<file path="src/rtl/hex_scroll_ctrl.sv">
// Auto-scrolling glyph ring driven onto DIGITS active-low 7-segment displays.
// Prescaler-timed or manual stepping in either direction, with a runtime-writable message ring.
module hex_scroll_ctrl #(
    parameter int DIGITS  = 8,
    parameter int MSG_LEN = 8,
    parameter int CLK_HZ  = 50_000_000,
    parameter int STEP_HZ = 2
) (
    input  logic                                          CLOCK_50,
    input  logic                                          rst,
    input  logic                                          en,
    input  logic                                          dir,
    input  logic                                          step,
    input  logic                                          load,
    input  logic [3:0]                                    wr_addr,
    input  logic [7:0]                                    wr_data,
    output logic [8*DIGITS-1:0]                           hex_out,
    output logic [$clog2(MSG_LEN > 1 ? MSG_LEN : 2)-1:0]  pos,
    output logic                                          wrap
);

    localparam int PW  = $clog2(MSG_LEN > 1 ? MSG_LEN : 2);
    localparam int DIV = CLK_HZ / STEP_HZ;
    localparam int CW  = $clog2(DIV);
    localparam logic [PW-1:0] LAST_POS = PW'(MSG_LEN - 1);
    localparam logic [CW-1:0] CNT_MAX  = CW'(DIV - 1);

    logic [CW-1:0]       cnt_r;
    logic                tick_s;
    logic                adv_s;
    logic [PW-1:0]       pos_r;
    logic [PW-1:0]       pos_nxt_s;
    logic                wrap_r;
    logic [7:0]          ring_r [MSG_LEN];
    logic [8*DIGITS-1:0] view_s;
    logic [8*DIGITS-1:0] hex_r;

    // Power-up message "HELLO" followed by blanks.
    function automatic logic [7:0] default_glyph(input logic [4:0] idx);
        case (idx)
            5'd0:    return 8'h89;
            5'd1:    return 8'h86;
            5'd2:    return 8'hC7;
            5'd3:    return 8'hC7;
            5'd4:    return 8'hC0;
            default: return 8'hFF;
        endcase
    endfunction

    // (p + off) mod MSG_LEN; both operands are below MSG_LEN so one subtract suffices.
    function automatic logic [PW-1:0] ring_index(input logic [PW-1:0] p, input int off);
        logic [4:0] s;
        s = 5'(p) + 5'(off);
        if (s >= 5'(MSG_LEN)) begin
            s = s - 5'(MSG_LEN);
        end else begin
            s = s;
        end
        return s[PW-1:0];
    endfunction

    assign tick_s = en & (cnt_r == CNT_MAX);
    assign adv_s  = step | tick_s;

    // Prescaler: free-runs only while enabled, holding its count otherwise.
    always_ff @(posedge CLOCK_50) begin
        if (rst) begin
            cnt_r <= '0;
        end else if (en) begin
            cnt_r <= (cnt_r == CNT_MAX) ? '0 : cnt_r + CW'(1);
        end else begin
            cnt_r <= cnt_r;
        end
    end

    // Next ring offset; a coincident step and tick collapse into one advance.
    always_comb begin
        pos_nxt_s = pos_r;
        if (adv_s) begin
            if (dir) begin
                pos_nxt_s = (pos_r == '0) ? LAST_POS : pos_r - PW'(1);
            end else begin
                pos_nxt_s = (pos_r == LAST_POS) ? '0 : pos_r + PW'(1);
            end
        end else begin
            pos_nxt_s = pos_r;
        end
    end

    // Offset register and wrap pulse on entry into offset 0 from elsewhere.
    always_ff @(posedge CLOCK_50) begin
        if (rst) begin
            pos_r  <= '0;
            wrap_r <= 1'b0;
        end else begin
            pos_r  <= pos_nxt_s;
            wrap_r <= adv_s & (pos_nxt_s == '0) & (pos_r != '0);
        end
    end

    // Message ring: reset restores defaults, out-of-range addresses match no entry.
    always_ff @(posedge CLOCK_50) begin
        for (int k = 0; k < MSG_LEN; k++) begin
            if (rst) begin
                ring_r[k] <= default_glyph(5'(k));
            end else if (load && (wr_addr == 4'(k))) begin
                ring_r[k] <= wr_data;
            end else begin
                ring_r[k] <= ring_r[k];
            end
        end
    end

    // Window of the ring starting at pos, leftmost digit first.
    always_comb begin
        view_s = '1;
        for (int i = 0; i < DIGITS; i++) begin
            view_s[8*i +: 8] = ring_r[ring_index(pos_r, DIGITS - 1 - i)];
        end
    end

    // Display register: blank while in reset.
    always_ff @(posedge CLOCK_50) begin
        if (rst) begin
            hex_r <= '1;
        end else begin
            hex_r <= view_s;
        end
    end

    assign hex_out = hex_r;
    assign pos     = pos_r;
    assign wrap    = wrap_r;

endmodule

</file>
<file path="config.mk">
export PLATFORM = sky130hd
export DESIGN_NAME = hex_scroll_ctrl
export DESIGN_NICKNAME = d
export VERILOG_FILES = /design/src/rtl/hex_scroll_ctrl.sv
export SDC_FILE = /design/constraint.sdc
export NUM_CORES = 1
export LEC_CHECK = 0
export CELL_PAD_IN_SITES_DETAIL_PLACEMENT = 2
export CELL_PAD_IN_SITES_GLOBAL_PLACEMENT = 2
export CORE_UTILIZATION = 39
export DETAILED_ROUTE_END_ITERATION = 10
export DONT_BUFFER_PORTS = 1
export HOLD_SLACK_MARGIN = 0.03
export PLACE_DENSITY_LB_ADDON = 0.05
export SETUP_SLACK_MARGIN = 0.15
export SLEW_MARGIN = 20
export SYNTH_ARGS = -nofsm -noshare
export SYNTH_HDL_FRONTEND = slang
export SYNTH_SLANG_ARGS = --single-unit
export TNS_END_PERCENT = 100
</file>
<file path="constraint.sdc">
create_clock -name CLOCK_50 -period 3 [get_ports CLOCK_50]
set_input_delay 0.15 -clock CLOCK_50 [delete_from_list [all_inputs] [get_ports CLOCK_50]]
set_output_delay 0.15 -clock CLOCK_50 [all_outputs]
set_load 0.02 [all_outputs]
</file>
-- Word level (Yosys, flattened, before mapping)
Memories as Yosys holds them, arrays and structs flattened. A register that Yosys moved wholly into a read port is not among the register bits.
Cells that the tools add are included.
- add/subtract/negate cells: 18
- bitwise operators: 20
- reductions and logical operators: 20
- equality and inequality tests: 17
- muxes and demuxes: 84
- order comparisons: 8
- operator list (operator ; count):
    two-way mux 8 bit ; 21
    two-way mux 1 bit ; 50
    two-way mux 3 bit ; 12
    >= comparator 4 bit, second input constant ; 7
    subtractor 3 x 1 -> 3 bit, second input constant ; 9
    adder 25 x 1 -> 25 bit, second input constant ; 1
    equality test 25 bit, second input constant ; 1
    two-way mux 25 bit ; 1
    bitwise OR 1 bit ; 17
    adder 3 x 3 -> 4 bit, second input constant ; 4
    equality test 4 x 3 -> 1 bit, second input constant ; 4
    AND reduction 2 bit ; 8
    adder 3 x 2 -> 4 bit, second input constant ; 2
    equality test 4 x 2 -> 1 bit, second input constant ; 2
    logical AND 1 bit ; 8
    inequality test 0 bit ; 8
    logical NOT 3 bit ; 2
    adder 3 x 1 -> 4 bit, second input constant ; 1
    equality test 4 x 1 -> 1 bit, second input constant ; 1
    >= comparator 3 x 4 -> 1 bit, second input constant ; 1
    logical NOT 4 bit ; 1
    adder 3 x 1 -> 3 bit, second input constant ; 1
    bitwise AND 1 bit ; 3
    equality test 3 bit, second input constant ; 1
    nonzero test 3 bit ; 1
- bits of input ports: 18
- word-level logic and storage cells: 171
- memories kept: 1
- register bits: 29
- bits in writable memories: 64
- output and inout port bits: 68
- memories (name ; depth ; width ; read ports ; clocked after memory_dff ; write ports ; RTL line ; source):
    ring_r ; 8 ; 8 ; 8 ; 8 ; 8 ; 34 ; logic [7:0] ring_r [MSG_LEN];

-- Logic depth before layout (Yosys ltp)
- depth in word-level cells: 7
- gate-level depth with buffers: 12

-- Least setup slack after synthesis
Ideal clock, no wire load.
- path type: register to register
- from: reg pos_r[1], in the netlist pos[1]
- to: reg hex_r[55], in the netlist hex_out[55] (read register of ring_r)
- path buffers: 6
- clock period less this slack: 3.012 ns
- stages on the path, launching flop included: 12
- setup slack: -0.012 ns
- arrival: 2.892 ns
- path through: dfxtp_1 buf_4 buf_4 buf_4 buf_2 inv_1 ha_1 buf_2 clkbuf_1 mux4_2 nor2b_1 a211o_1
- cells in the longest elaborated chain, start to end: 3
- elaborated cells between the ends (all ways): 4
- RTL lines (what ; RTL line ; source):
    from (decl) ; 31 ; logic [PW-1:0] pos_r;
    from (signal assigned) ; 96 ; pos_r <= pos_nxt_s;
    adder 3 x 1 -> 4 bit (*) ; 53 ; s = 5'(p) + 5'(off);
    >= comparator 4 bit / subtractor 3 x 1 -> 3 bit (equally long branches) ; 54, 55 ;
    two-way mux 3 bit (*) ; 54 ; if (s >= 5'(MSG_LEN)) begin
    to (decl) ; 36 ; logic [8*DIGITS-1:0] hex_r;
Mark *: on every way between the ends. The rest lies on a longest branch, timed or not.
A chain may end at the register's enable or synchronous reset.

-- Worst setup path after layout
- from: reg cnt_r[0]
- to: reg pos_r[0], in the netlist pos[0]
- cells in the longest elaborated chain, start to end: 4
- RTL lines (what ; RTL line ; source):
    from (decl) ; 28 ; logic [CW-1:0] cnt_r;
    from (signal assigned) ; 70 ; cnt_r <= (cnt_r == CNT_MAX) ? '0 : cnt_r + CW'(1);
    from (signal assigned) ; 72 ; cnt_r <= cnt_r;
    equality test 25 bit ; 62 ; assign tick_s = en & (cnt_r == CNT_MAX);
    bitwise AND 1 bit ; 62 ;
    bitwise OR 1 bit ; 63 ; assign adv_s = step | tick_s;
    two-way mux 3 bit ; 79 ; if (adv_s) begin
Every way passes these cells.

==> flow_summary.yaml <==
yosys:
  synth_edf_count: 64
  ys_ff_latch: 157
  synth_warnings: 0
  async_flop_share_pct: 0
  dominantRegCellSynth: "dfxtp_1"
  synth_nets: 675
  yosys.area.top_type: "edfxtp_1"
  syn_inst: 652
  netlist_area_sq_mm: 0.00782
  yosysSeqAreaShare_pct: 48.4
  ys_top_cells_by_area: "edfxtp_1 (25%), dfxtp_1 (24%), mux4_2 (18%), nand2_1 (3.7%), a211o_1 (3.6%)"
  syn_area_per_cell_sq_um: 12.0
  synth_cell_types: 43
  synth_top_cell_area_share_pct: 24.6
power_and_ir_drop:
  leakage_nw: 3.15
  vdd_ir_drop_max_mv: 0.398
  powerDensity_mw_per_mm2: 680
  total_power_mw: 6.03
finish:
  multiInputGateArea_sq_mm: 0.00380
  nFillCells: 1984
  seq_area_sq_mm: 0.00379
  areaGrowthSynthToFinish_pct: 13.5
  finalNetCount: 680
  drive_gt1_share_pct: 19.3
  fin_area_sq_mm: 0.00887
cts:
  cts_root_buf: "clkbuf_16"
  cts_inserted_buffers: 17
  cts_hold_buffers: 14
  clk_latency_ns: 0.43
  cts_tree: "done"
  clk_pin_slew_ns: 0.07
  h-tree-depth: 4
  cts_sinks: 157
  cts_resized: 0
  clock_path_buffers: 2
  cts_setup_buffers: 0
die:
  die_area_sq_mm: 0.0206
  fp.dieW_um: 144
  start_util_pct: 40.0
  io_pins: 86
  coreArea_sq_mm: 0.0195
  die_y_um: 144
  std_cell_rows: 51
drt:
  routed_wl_um: 24100
  drc_errors: 0
  drtPass1Iterations: 4
  drtIter0Drc: 283
  wire_per_inst_um: 25.7
  vias_per_cell: 5.83
  num_vias: 5459
  ant_nets: 0
place:
  place.gp.congestion: 0.785
  placedInstanceArea_sq_mm: 0.00811
  io_buffers: 0
  pre_cts_slack_ns: 0.897
  dpl.hpwl_um: 16900
sta:
  drv_slew: 0
  period_needed_ns: 2.58
  period_share_pct: 85.9
  holdWs_ns: 0.0380
  rsz0062_at_grt: "false"
  maxSlewHeadroom_pct: 40.8
  max_freq_ghz: 0.388
  finalSetupTns_ns: 0
  hold_violations: 0
  setup_slack_ns: 0.424
  worst_slew_pin_slew_ns: 0.880
  final.setup_skew_ns: 0.0104
  setup_viol_count_final: 0
job:
  cap_violations: 0
critical_path:
  crit_chain: "ha_1, nand2_1, nor2_2, a41oi_4, or3_1, a31oi_1, dlygate4sd3_1"
  cp_slowest_stage_delay_ns: 0.56
  required_ns: 3.36
  end_kind: "flip-flop"
  crit_arrival_ns: 2.93
  startpoint_type: "flip-flop"
  crit_type: "reg -> reg"
  cpMaxStageDelayCell: "dlygate4sd3_1"
  crit_fanout: 6
global_route:
  grt_start_max_net_pins: 72
  grt_util_all_layers_pct: 25.1
  grt_pass1_wl_um: 37000
  gr-total-overflow: 0
  first_global_vias: 5806
  antenna_found_initial: 1
status:
  status: "completed"
hold_path:
  hp-class: "in -> reg"
==> cell type report <==
class                           instances  area share [%]
Clock buffer                           25            5.97
Antenna cell                            1          0.0282
Timing Repair Buffer                   31            3.64
Tap cell                              265            3.74
Inverter                                6           0.254
Sequential cell                       157            42.7
Multi-Input combinational cell        444            42.9
Clock inverter                          7           0.790
==> cell families (layout without fill, tap and decap cells) <==
logic type      after synthesis  after routing  synth area share [%]
flops                       157            157                  48.4
mux                          67             67                  18.8
xor+xnor                     29             29                  3.25
fa+ha+maj                     5              5                 0.800
simple gates                296            296                  20.6
compound gates               47             47                  5.22
other cells                   0              1                     0
buf+inv                      51             69                  2.93
==> report_power, final <==
part | total (mW) | switching [mW] | internal [mW]
clock | 2.18 | 0.867 | 1.32
sequential | 2.78 | 0.346 | 2.44
combinational | 1.06 | 0.581 | 0.480
total | 6.03 | 1.79 | 4.23
==> path summary, 6_finish.rpt <==
| check | startpoint | slack (ns) | depth (start not counted) | endpoint |
|---|---|---|---|---|
| worst min-delay path | dir | 0.04 | 3 | pos[2]$_SDFF_PP0_ |
| worst max register to register | cnt_r[0]$_SDFFE_PP0P_ | 0.42 | 7 | pos[0]$_SDFF_PP0_ |
| worst max-delay path | cnt_r[0]$_SDFFE_PP0P_ | 0.42 | 7 | pos[0]$_SDFF_PP0_ |
| worst min register to register | cnt_r[22]$_SDFFE_PP0P_ | 0.51 | 2 | cnt_r[22]$_SDFFE_PP0P_ |
==> critical path, delay by kind of cell (launching register included) <==
family	cells	cell delay, ns
compound gates	2	0.39
simple gates	3	0.86
fa+ha+maj	1	0.27
flops	1	0.43
buf+inv	1	0.56
==> metrics by stage <==
step                util (%)  std cells
floorplan                  -        652
global placement        41.5        889
detailed placement      41.5        889
CTS                     45.4        935
global route            45.4        935
finish                  45.4        936
==> state kept, by name (all words and copies together) (netlist names) <==
name	count
hex_out	64
ring_r	64
cnt_r	25
pos	3
wrap	1
==> placed cells by master, fill, tap and decap left out, drive strengths merged, types with 10 or more instances in the layout <==
cell type	Yosys	routed
or3	26	26
or2	11	11
nand3	11	11
clkbuf	24	25
nor2b	35	35
nand2b	12	12
edfxtp	64	64
nor3	10	10
nand2	77	77
buf	21	18
nand3b	33	33
mux4	64	64
a211o	32	32
dfxtp	93	93
xor2	16	16
nor2	39	39
xnor2	13	13
dlygate4sd3	0	13
and3	26	26
==> synth_stat cells (all sizes together), types with 2 or more instances <==
cell type  number
dfxtp          93
nand2          77
edfxtp         64
mux4           64
nor2           39
nor2b          35
nand3b         33
a211o          32
and3           26
or3            26
clkbuf         24
buf            21
xor2           16
xnor2          13
nand2b         12
nand3          11
or2            11
nor3           10
nand4           8
inv             6
ha              5
a21o            4
o21bai          4
a21oi           3
nor4            3
mux2i           2
or4             2
==> routing by layer <==
metal	vias to the layer above	part of all wire, %	global-route usage, %
met5	-	0	0
met4	0	4.4	12.7
met3	43	4.9	4.97
met2	180	52	43.7
met1	2810	39	29.3
li1	2426	-	-
(Power assumes the default switching activity.)
